[config.mk]
export PLATFORM = sky130hd
export DESIGN_NAME = clock_reg_write_scheduler
export DESIGN_NICKNAME = d
export VERILOG_FILES = /design/src/rtl/clock_reg_pkg.sv /design/src/rtl/clock_reg_rr_arbiter.sv /design/src/rtl/clock_reg_write_scheduler.sv
export SDC_FILE = /design/constraint.sdc
export NUM_CORES = 1
export LEC_CHECK = 0
export BUFFER_PORTS_ARGS = -buffer_cell sky130_fd_sc_hd__buf_2
export CORE_ASPECT_RATIO = 0.5
export CORE_MARGIN = 4
export CORE_UTILIZATION = 35
export CTS_CLUSTER_DIAMETER = 100
export CTS_CLUSTER_SIZE = 8
export DETAILED_ROUTE_END_ITERATION = 7
export PLACE_DENSITY = 0.79
export SLEW_MARGIN = 10
export SYNTH_ARGS = -nofsm -noshare
export SYNTH_HDL_FRONTEND = slang
export SYNTH_HIERARCHICAL = 1
export SYNTH_SLANG_ARGS = --single-unit
[constraint.sdc]
create_clock -name write_clk -period 2.1 [get_ports write_clk]
set_input_delay 0.105 -clock write_clk [delete_from_list [all_inputs] [get_ports write_clk]]
set_output_delay 0.105 -clock write_clk [all_outputs]
set_load 0.02 [all_outputs]
[src/rtl/clock_reg_pkg.sv]
// Shared types and sizing helpers for the clock-domain register write scheduler.
package clock_reg_pkg;

    typedef enum logic [1:0] {
        IDLE  = 2'd0,
        ISSUE = 2'd1,
        HOLD  = 2'd2
    } state_t;

    localparam int MAX_HOLDOFF = 15;
    localparam int HOLD_W      = $clog2(MAX_HOLDOFF + 1);

    // Index width for n items, never narrower than one bit.
    function automatic int idx_w(input int n);
        return (n > 1) ? $clog2(n) : 1;
    endfunction

endpackage

[src/rtl/clock_reg_rr_arbiter.sv]
// Combinational round-robin picker: searches from last_i+1 with wrap-around.
module clock_reg_rr_arbiter
    import clock_reg_pkg::*;
#(
    parameter  int NUM_REQ = 4,
    localparam int REQ_W   = idx_w(NUM_REQ)
) (
    input  logic [NUM_REQ-1:0] req_i,
    input  logic [REQ_W-1:0]   last_i,
    output logic [REQ_W-1:0]   grant_o,
    output logic               any_o
);

    int               idx;
    logic [REQ_W-1:0] idx_r;

    // Walk candidates farthest-first so the nearest one after last_i wins.
    always_comb begin
        grant_o = '0;
        any_o   = 1'b0;
        idx     = 0;
        idx_r   = '0;
        for (int k = NUM_REQ; k >= 1; k--) begin
            idx = int'(last_i) + k;
            if (idx >= NUM_REQ) idx = idx - NUM_REQ;
            idx_r = REQ_W'(idx);
            if (req_i[idx_r]) begin
                grant_o = idx_r;
                any_o   = 1'b1;
            end
        end
    end

endmodule

[src/rtl/clock_reg_write_scheduler.sv]
// Arbitrates register writes into the cross-domain latch bank, one trigger per
// grant, with a forced idle gap so each value survives the read-side synchroniser.
module clock_reg_write_scheduler
    import clock_reg_pkg::*;
#(
    parameter  int NUM_REQ   = 4,
    parameter  int NUM_REGS  = 8,
    parameter  int DATA_SIZE = 32,
    parameter  int HOLDOFF   = 4,
    localparam int ADDR_W    = idx_w(NUM_REGS),
    localparam int REQ_W     = idx_w(NUM_REQ)
) (
    input  logic                          write_clk,
    input  logic                          reset_n,
    input  logic [NUM_REQ-1:0]            req_valid,
    input  logic [NUM_REQ*ADDR_W-1:0]     req_addr,
    input  logic [NUM_REQ*DATA_SIZE-1:0]  req_data,
    output logic [NUM_REQ-1:0]            req_ack,
    output logic [NUM_REGS-1:0]           write_trigger,
    output logic [DATA_SIZE-1:0]          write_data_out,
    output logic                          addr_err,
    output logic                          busy
);

    logic [NUM_REQ-1:0][ADDR_W-1:0]    addr_a;
    logic [NUM_REQ-1:0][DATA_SIZE-1:0] data_a;

    assign addr_a = req_addr;
    assign data_a = req_data;

    state_t                 state_q;
    logic [HOLD_W-1:0]      cnt_q;
    logic [REQ_W-1:0]       rr_q;
    logic [NUM_REQ-1:0]     ack_q;
    logic [NUM_REGS-1:0]    trig_q;
    logic [DATA_SIZE-1:0]   data_q;
    logic                   err_q;

    logic [REQ_W-1:0]       grant;
    logic                   any_req;
    logic [ADDR_W-1:0]      addr_sel;
    logic                   oob_d;
    logic [NUM_REGS-1:0]    trig_d;
    logic [NUM_REQ-1:0]     ack_d;

    clock_reg_rr_arbiter #(
        .NUM_REQ (NUM_REQ)
    ) u_arb (
        .req_i   (req_valid),
        .last_i  (rr_q),
        .grant_o (grant),
        .any_o   (any_req)
    );

    // Out-of-range addresses still get acked (no deadlock) but trigger nothing.
    always_comb begin
        addr_sel = addr_a[grant];
        oob_d    = 32'(addr_sel) >= 32'(NUM_REGS);
        trig_d   = oob_d ? '0 : (NUM_REGS'(1) << addr_sel);
        ack_d    = NUM_REQ'(1) << grant;
    end

    always_ff @(posedge write_clk or negedge reset_n) begin
        if (!reset_n) begin
            state_q <= IDLE;
            cnt_q   <= '0;
            rr_q    <= REQ_W'(NUM_REQ - 1);
            ack_q   <= '0;
            trig_q  <= '0;
            data_q  <= '0;
            err_q   <= 1'b0;
        end else begin
            case (state_q)
                IDLE: begin
                    if (any_req) begin
                        data_q  <= data_a[grant];
                        trig_q  <= trig_d;
                        ack_q   <= ack_d;
                        err_q   <= oob_d;
                        rr_q    <= grant;
                        state_q <= ISSUE;
                    end
                end
                ISSUE: begin
                    trig_q  <= '0;
                    ack_q   <= '0;
                    err_q   <= 1'b0;
                    cnt_q   <= HOLD_W'(HOLDOFF - 1);
                    state_q <= HOLD;
                end
                // Requests are deliberately not sampled here, so a requester
                // dropping valid the cycle after ack is never granted twice.
                HOLD: begin
                    if (cnt_q == '0) state_q <= IDLE;
                    else             cnt_q   <= cnt_q - 1'b1;
                end
                default: state_q <= IDLE;
            endcase
        end
    end

    assign req_ack        = ack_q;
    assign write_trigger  = trig_q;
    assign write_data_out = data_q;
    assign addr_err       = err_q;
    assign busy           = (state_q != IDLE);

endmodule

Yosys cells after proc, flatten, opt, wreduce, memory -nomap -nowiden --
Index checks and enable logic that the tools add are counted.
Word-level totals: flip-flop bits (word level) 53, input port bits 146, output and inout port bits 46, logic and storage cells 76
Cells by class: $add $sub $neg 9, $lt $le $gt $ge 9, equality and inequality tests 5, shift-type cells 2, muxes and demuxes 35, reductions and logical operators 9
Operators by type and width (count):
- $bmux W32 S2 | 1
- $mux W32 | 1
- $mux W2 | 10
- $pmux W4 S2 | 2
- $pmux W8 S2 | 1
- $lt A2 B3 Y1 const B | 5
- $ge A3 B3 Y1 const B | 3
- $mux W1 | 9
- $bmux W1 S2 | 4
- $mux W4 | 2
- $mux W8 | 1
- $reduce_and A2 Y1 | 4
- $shl A1 B3 Y8 const A | 1
- $sub A2 B1 Y2 const B | 4
- $add A2 B2 Y3 const B | 2
- $bmux W3 S2 | 1
- $ne A2 B2 Y1 const B | 3
- $pmux W2 S3 | 1
- $reduce_bool A2 Y1 | 3
- $add A2 B3 Y4 const B | 1
- $ge A4 B3 Y1 const B | 1
- $logic_not A4 Y1 | 1
- $shl A1 B2 Y4 const A | 1
- $sub A4 B1 Y4 const B | 1
- other kinds (6) | 6

Depth between registers and ports, before layout --
depth after elaboration 14, mapped depth 9, mapped depth without buffers 6

Cells and area by module --
The synthesis kept the hierarchy.
Modules (own cells, without submodules):
- clock_reg_write_scheduler | instances 1, cells each 264, area each 2986.6 um^2, seq. area each 1303.8 um^2
- clock_reg_rr_arbiter | instances 1, cells each 14, area each 91.3 um^2, seq. area each 0.0 um^2

Worst setup path after synthesis --
No wires, ideal clock.
path type flip-flop to flip-flop, from reg rr_q[1], to reg data_q[12], in the netlist write_data_out[12], setup time 0.117 ns, arrival 1.911 ns, data required time 1.983 ns, setup slack 0.072 ns, cell stages (with the launch flop) 10, buffers on the path 3, clock period less this slack 2.028 ns, path through dfstp_2 > nand2b_1 > a21oi_2 > o221ai_2 > buf_6 > buf_12 > buf_6 > mux4_2 > nand2_1 > nand2_1
On the way: cells in the longest elaborated chain, start to end 11, elaborated cells on any way between the ends 35, classes of those cells add/sub: 8; order compare: 4; mux: 22; reduce/logical: 1
RTL lines:
- start: declaration | RTL line clock_reg_write_scheduler.sv:33 | logic [REQ_W-1:0] rr_q;
- start signal: assignment | RTL line clock_reg_write_scheduler.sv:67 | rr_q <= REQ_W'(NUM_REQ - 1);
- start signal: assignment | RTL line clock_reg_write_scheduler.sv:80 | rr_q <= grant;
- $add A2 B3 Y4 | RTL line clock_reg_rr_arbiter.sv:24 | idx = int'(last_i) + k;
- $ge A4 B3 Y1 / $sub A2 B1 Y2 (equally long branches) | RTL line clock_reg_rr_arbiter.sv:25 | if (idx >= NUM_REQ) idx = idx - NUM_REQ;
- $mux W2 | RTL line clock_reg_rr_arbiter.sv:25
- $bmux W1 S2 | RTL line clock_reg_rr_arbiter.sv:27 | if (req_i[idx_r]) begin
- $mux W1 (implied by the code) | RTL line clock_reg_rr_arbiter.sv:27
- $mux W2 (3 in a row) | RTL line clock_reg_rr_arbiter.sv:27
- $mux W2 (*) | RTL line clock_reg_rr_arbiter.sv:27
- via grant[0] | RTL line clock_reg_write_scheduler.sv:39 | logic [REQ_W-1:0] grant;
- $bmux W32 S2 (*) | RTL line clock_reg_write_scheduler.sv:76 | data_q <= data_a[grant];
- $mux W32 (implied by the code) (*) | RTL line clock_reg_write_scheduler.sv:76
- end signal: assignment | RTL line clock_reg_write_scheduler.sv:76
- end: declaration | RTL line clock_reg_write_scheduler.sv:36 | logic [DATA_SIZE-1:0] data_q;
The timed path passes the listed nets; every way through them passes the cells marked *. The select of a mux whose other input is x is not followed. A chain may end at the register's enable or synchronous reset.

Worst setup path in the final report --
from reg rr_q[1], to reg trig_q[3], in the netlist write_trigger[3]
On the way: cells in the longest elaborated chain, start to end 14, elaborated cells on any way between the ends 39, classes of those cells add/sub: 8; order compare: 4; eq/ne: 1; shift: 1; mux: 24; reduce/logical: 1
RTL lines:
- $add A2 B3 Y4 | RTL line clock_reg_rr_arbiter.sv:24
- $ge A4 B3 Y1 / $sub A2 B1 Y2 (equally long branches) | RTL line clock_reg_rr_arbiter.sv:25
- $mux W2 | RTL line clock_reg_rr_arbiter.sv:25
- $bmux W1 S2 | RTL line clock_reg_rr_arbiter.sv:27
- $mux W1 (implied by the code) | RTL line clock_reg_rr_arbiter.sv:27
- $mux W2 (3 in a row) | RTL line clock_reg_rr_arbiter.sv:27
- $mux W2 (*) | RTL line clock_reg_rr_arbiter.sv:27
- via grant[0] | RTL line clock_reg_write_scheduler.sv:39
- $bmux W3 S2 (*) | RTL line clock_reg_write_scheduler.sv:57 | addr_sel = addr_a[grant];
- $mux W3 (implied by the code) (*) | RTL line clock_reg_write_scheduler.sv:57
- $shl A1 B3 Y8 (*) | RTL line clock_reg_write_scheduler.sv:59 | trig_d = oob_d ? '0 : (NUM_REGS'(1) << addr_sel);
- $mux W8 (*) | RTL line clock_reg_write_scheduler.sv:75 | if (any_req) begin
- $pmux W8 S2 (*) | RTL line clock_reg_write_scheduler.sv:73 | case (state_q)
- end signal: assignment | RTL line clock_reg_write_scheduler.sv:77 | trig_q <= trig_d;
- end: declaration | RTL line clock_reg_write_scheduler.sv:35 | logic [NUM_REGS-1:0] trig_q;
Marked as above.

==> impl_metrics.env <==
export IMPL_drc=0
export IMPL_port_buffers=190
export IMPL_cts_tree="done"
export IMPL_drt_iter0_drc=118
export IMPL_core_area_sq_um=8290
export IMPL_finalClockSkew_ns=0.00816
export IMPL_violations="setup timing"
export IMPL_io_pins=192
export IMPL_setup_viol=3
export IMPL_max_freq_mhz=471
export IMPL_clk_pin_slew_worst_paths_ns=0.07
export IMPL_cts_buffer_depth=2
export IMPL_fin_nets=622
export IMPL_hp_class="input pin to flop"
export IMPL_rsz0062_at_grt="yes"
export IMPL_drive_above_1_share_pct=56.3
export IMPL_ir_drop_uv=496
export IMPL_crit_path_end_kind="flop"
export IMPL_dieArea_sq_um=10400
export IMPL_drt_pre_antenna_iters=4
export IMPL_start_kind="flop"
export IMPL_syn_inst=278
export IMPL_grt_pass1_wl_um=14000
export IMPL_antenna_found_initial=0
export IMPL_p_leak_nw=2.32
export IMPL_wl_um=9510
export IMPL_yosysWarnings=6
export IMPL_critPathKind="flop to flop"
export IMPL_netlist_area_sq_um=3080
export IMPL_row_count=23
export IMPL_combPwrFrac_pct=59.0
export IMPL_diodes=0
export IMPL_min_period_ns=2.12
export IMPL_slew_headroom_pct=56.6
export IMPL_drt_vias_per_instance=4.91
export IMPL_postRouteAntennaNets=0
export IMPL_ys_seq_area_share_pct=42.4
export IMPL_cts_root_buf="clkbuf_16"
export IMPL_grt_overflow_total=0
export IMPL_routabilityCongestion=0.798
export IMPL_layout_setup_ws_ns=-0.0219
export IMPL_maxCapViolCount=0
export IMPL_grt_pass1_vias=2984
export IMPL_crit_arrival_ns=2.30
export IMPL_p_sw_mw=2.72
export IMPL_maxSlewViolCount=0
export IMPL_grt_usage_pct=16.7
export IMPL_ys_types=37
export IMPL_clkLatencyLatePin_ns=0.29
export IMPL_worst_pin_slew_ns=0.651
export IMPL_internal_power_mw=3.59
export IMPL_die_w_um=141
export IMPL_grt_max_degree=38
export IMPL_power_density_nw_per_um2=1410
export IMPL_dr_total_vias=2888
export IMPL_clkPwrFrac_pct=12.9
export IMPL_seqPwrFrac_pct=28.1
export IMPL_start_util_pct=37.1
export IMPL_synth_avg_cell_area_sq_um=11.1
export IMPL_cp_data_required_time_ns=2.27
export IMPL_switching_share_pct=43.1
export IMPL_yosys_register_bits=52
export IMPL_die_h_um=74.3
export IMPL_cts_inserted_buffers=5
export IMPL_worstPathMaxFanout=5
export IMPL_final_period_utilization_pct=101
export IMPL_instances_no_fill=588
export IMPL_hold_violations=0
export IMPL_clock_sinks=52
export IMPL_h_tree_depth=2
export IMPL_p_total_mw=6.31
export IMPL_area_growth_syn_to_layout_pct=44.9
export IMPL_dp_cells=572
export IMPL_nFillCells=769
export IMPL_syn_num_nets=425
export IMPL_dp_hpwl_um=7350
export IMPL_status="complete, but fails checks"
export IMPL_wl_per_cell_um=16.2
-- path summary, 6_finish.rpt --
path                            cells past startpoint                  to  slack [ns]                from
worst max-delay path                                6    write_trigger[3]       -0.02             rr_q[1]
worst min-delay path                                4  write_data_out[12]        0.22        req_data[12]
worst max register to register                      6    write_trigger[3]       -0.02             rr_q[1]
worst min register to register                      2  write_data_out[26]        0.47  write_data_out[26]
max in group asynchronous                           3  write_data_out[29]        1.01             reset_n
min in group asynchronous                           2  write_data_out[12]        0.38             reset_n
-- layout make-up --
class | count | area [sq um] | share of cell area (%)
clock buffers | 5 | 125 | 2.81
multi-input cells | 199 | 1620 | 36.4
clock inverters | 3 | 23.8 | 0.533
well taps | 112 | 140 | 3.14
flip-flops and latches | 52 | 1300 | 29.2
inverters | 8 | 30.0 | 0.673
repair buffers | 209 | 1210 | 27.2
-- layout by cell type, fill, tap and decap left out, types with 3 or more instances in the layout --
cell / count
a32o_1: 6
buf_12: 3
buf_2: 190
buf_4: 8
buf_6: 3
clkbuf_16: 9
dfrtp_1: 50
inv_1: 5
inv_2: 3
mux4_2: 35
nand2_1: 111
nand2_2: 3
nand2b_1: 3
nor2_1: 3
o21ai_0: 4
o22ai_1: 3
o31ai_1: 4
-- kinds of logic after synthesis --
| group | share of synthesized area (%) |
|---|---|
| fa+ha+maj | 0.406 |
| mux | 26.5 |
| simple gates | 17.7 |
| compound gates | 6.99 |
| flops | 42.4 |
| other cells | 0.122 |
| buf+inv | 5.85 |
-- sequential cells by signal, summed over array words and instances, names as in the netlist --
name,count
cnt_q,4
req_ack,4
rr_q,2
state_q,2
write_data_out,32
write_trigger,8
-- critical path: stages, from the launching register on --
cell and delay, ns:
dfstp_2 0.58, nand2b_4 0.14, a21oi_2 0.06, o221ai_4 0.23, buf_6 0.16, mux4_2 0.56
a32o_1 0.29
-- routing by layer --
metal | part of all wire [%] | vias to the layer above | wire, um | global-route usage, %
met2 | 56 | 80 | 5330 | 33.0
met1 | 39 | 1411 | 3690 | 19.0
li1 | - | 1382 | - | -
met5 | 0 | - | 0 | 0
met3 | 3.6 | 15 | 338 | 2.95
met4 | 1.6 | 0 | 150 | 4.62
-- Yosys cell counts --
| cell type | count | share of area, % |
|---|---|---|
| o21bai_1 | 1 | 0.24 |
| nor4_1 | 2 | 0.41 |
| mux4_2 | 30 | 22 |
| o221ai_2 | 1 | 0.49 |
| o22ai_1 | 3 | 0.61 |
| and2b_1 | 1 | 0.24 |
| a22o_1 | 1 | 0.28 |
| conb_1 | 1 | 0.12 |
| o21ai_0 | 4 | 0.65 |
| dfstp_2 | 2 | 1.7 |
| clkbuf_1 | 4 | 0.49 |
| inv_1 | 6 | 0.73 |
| nand2_1 | 114 | 14 |
| a21oi_1 | 3 | 0.49 |
| o31ai_1 | 5 | 1.2 |
| inv_2 | 2 | 0.24 |
| dfrtp_1 | 50 | 41 |
| buf_12 | 3 | 2.0 |
| mux2i_1 | 1 | 0.33 |
| buf_6 | 2 | 0.73 |
| nor2_1 | 3 | 0.37 |
| mux4_1 | 5 | 4.3 |
| a31oi_1 | 1 | 0.20 |
| nor2_2 | 1 | 0.20 |
| nor2b_1 | 2 | 0.41 |
| buf_4 | 1 | 0.24 |
| nand2b_1 | 4 | 0.81 |
| nand3_1 | 1 | 0.16 |
| or3b_1 | 1 | 0.28 |
| or3b_2 | 1 | 0.28 |
| a32o_1 | 6 | 2.0 |
| or2_2 | 2 | 0.41 |
| buf_2 | 9 | 1.5 |
| a2bb2oi_1 | 2 | 0.57 |
| ha_1 | 1 | 0.41 |
| a21oi_2 | 1 | 0.28 |
| nor3b_1 | 1 | 0.24 |
-- metrics by stage --
step | TNS [ns] | cell area [sq um] | hold WS (ns) | utilization, % | worst slack (ns)
4_1_cts | -0.0684 | 4330 | 0.215 | 52.3 | -0.0260
6_report | -0.0317 | 4460 | 0.221 | 53.8 | -0.0219
3_5_place_dp | -0.543 | 4160 | 0.173 | 50.2 | -0.128
2_1_floorplan | 0 | 3080 | -0.191 | - | 0.0721
3_3_place_gp | -0.0702 | 4160 | 0.168 | 50.2 | -0.0259
5_1_grt | -1.14 | 4460 | 0.236 | 53.8 | -0.0744
-- power groups by stage --
stage,sequential [mW],clock [mW],combinational (mW)
floorplan,2.26,0,1.94
global placement,1.78,0,3.36
detailed placement,1.79,0,3.45
CTS,1.77,0.830,3.52
global route,1.84,0.873,4.06
finish,1.77,0.815,3.72
-- timing repair --
action / CTS / global route
setup buffers: 2 / 1
gates resized for setup: 8 / 7
cloned: 0 / 4
pin swaps: 2 / 4
setup endpoints to repair: 9 / 40
hold buffers: 1 / 0
hold endpoints to repair: 25 / 0
(Power assumes the default switching activity.)
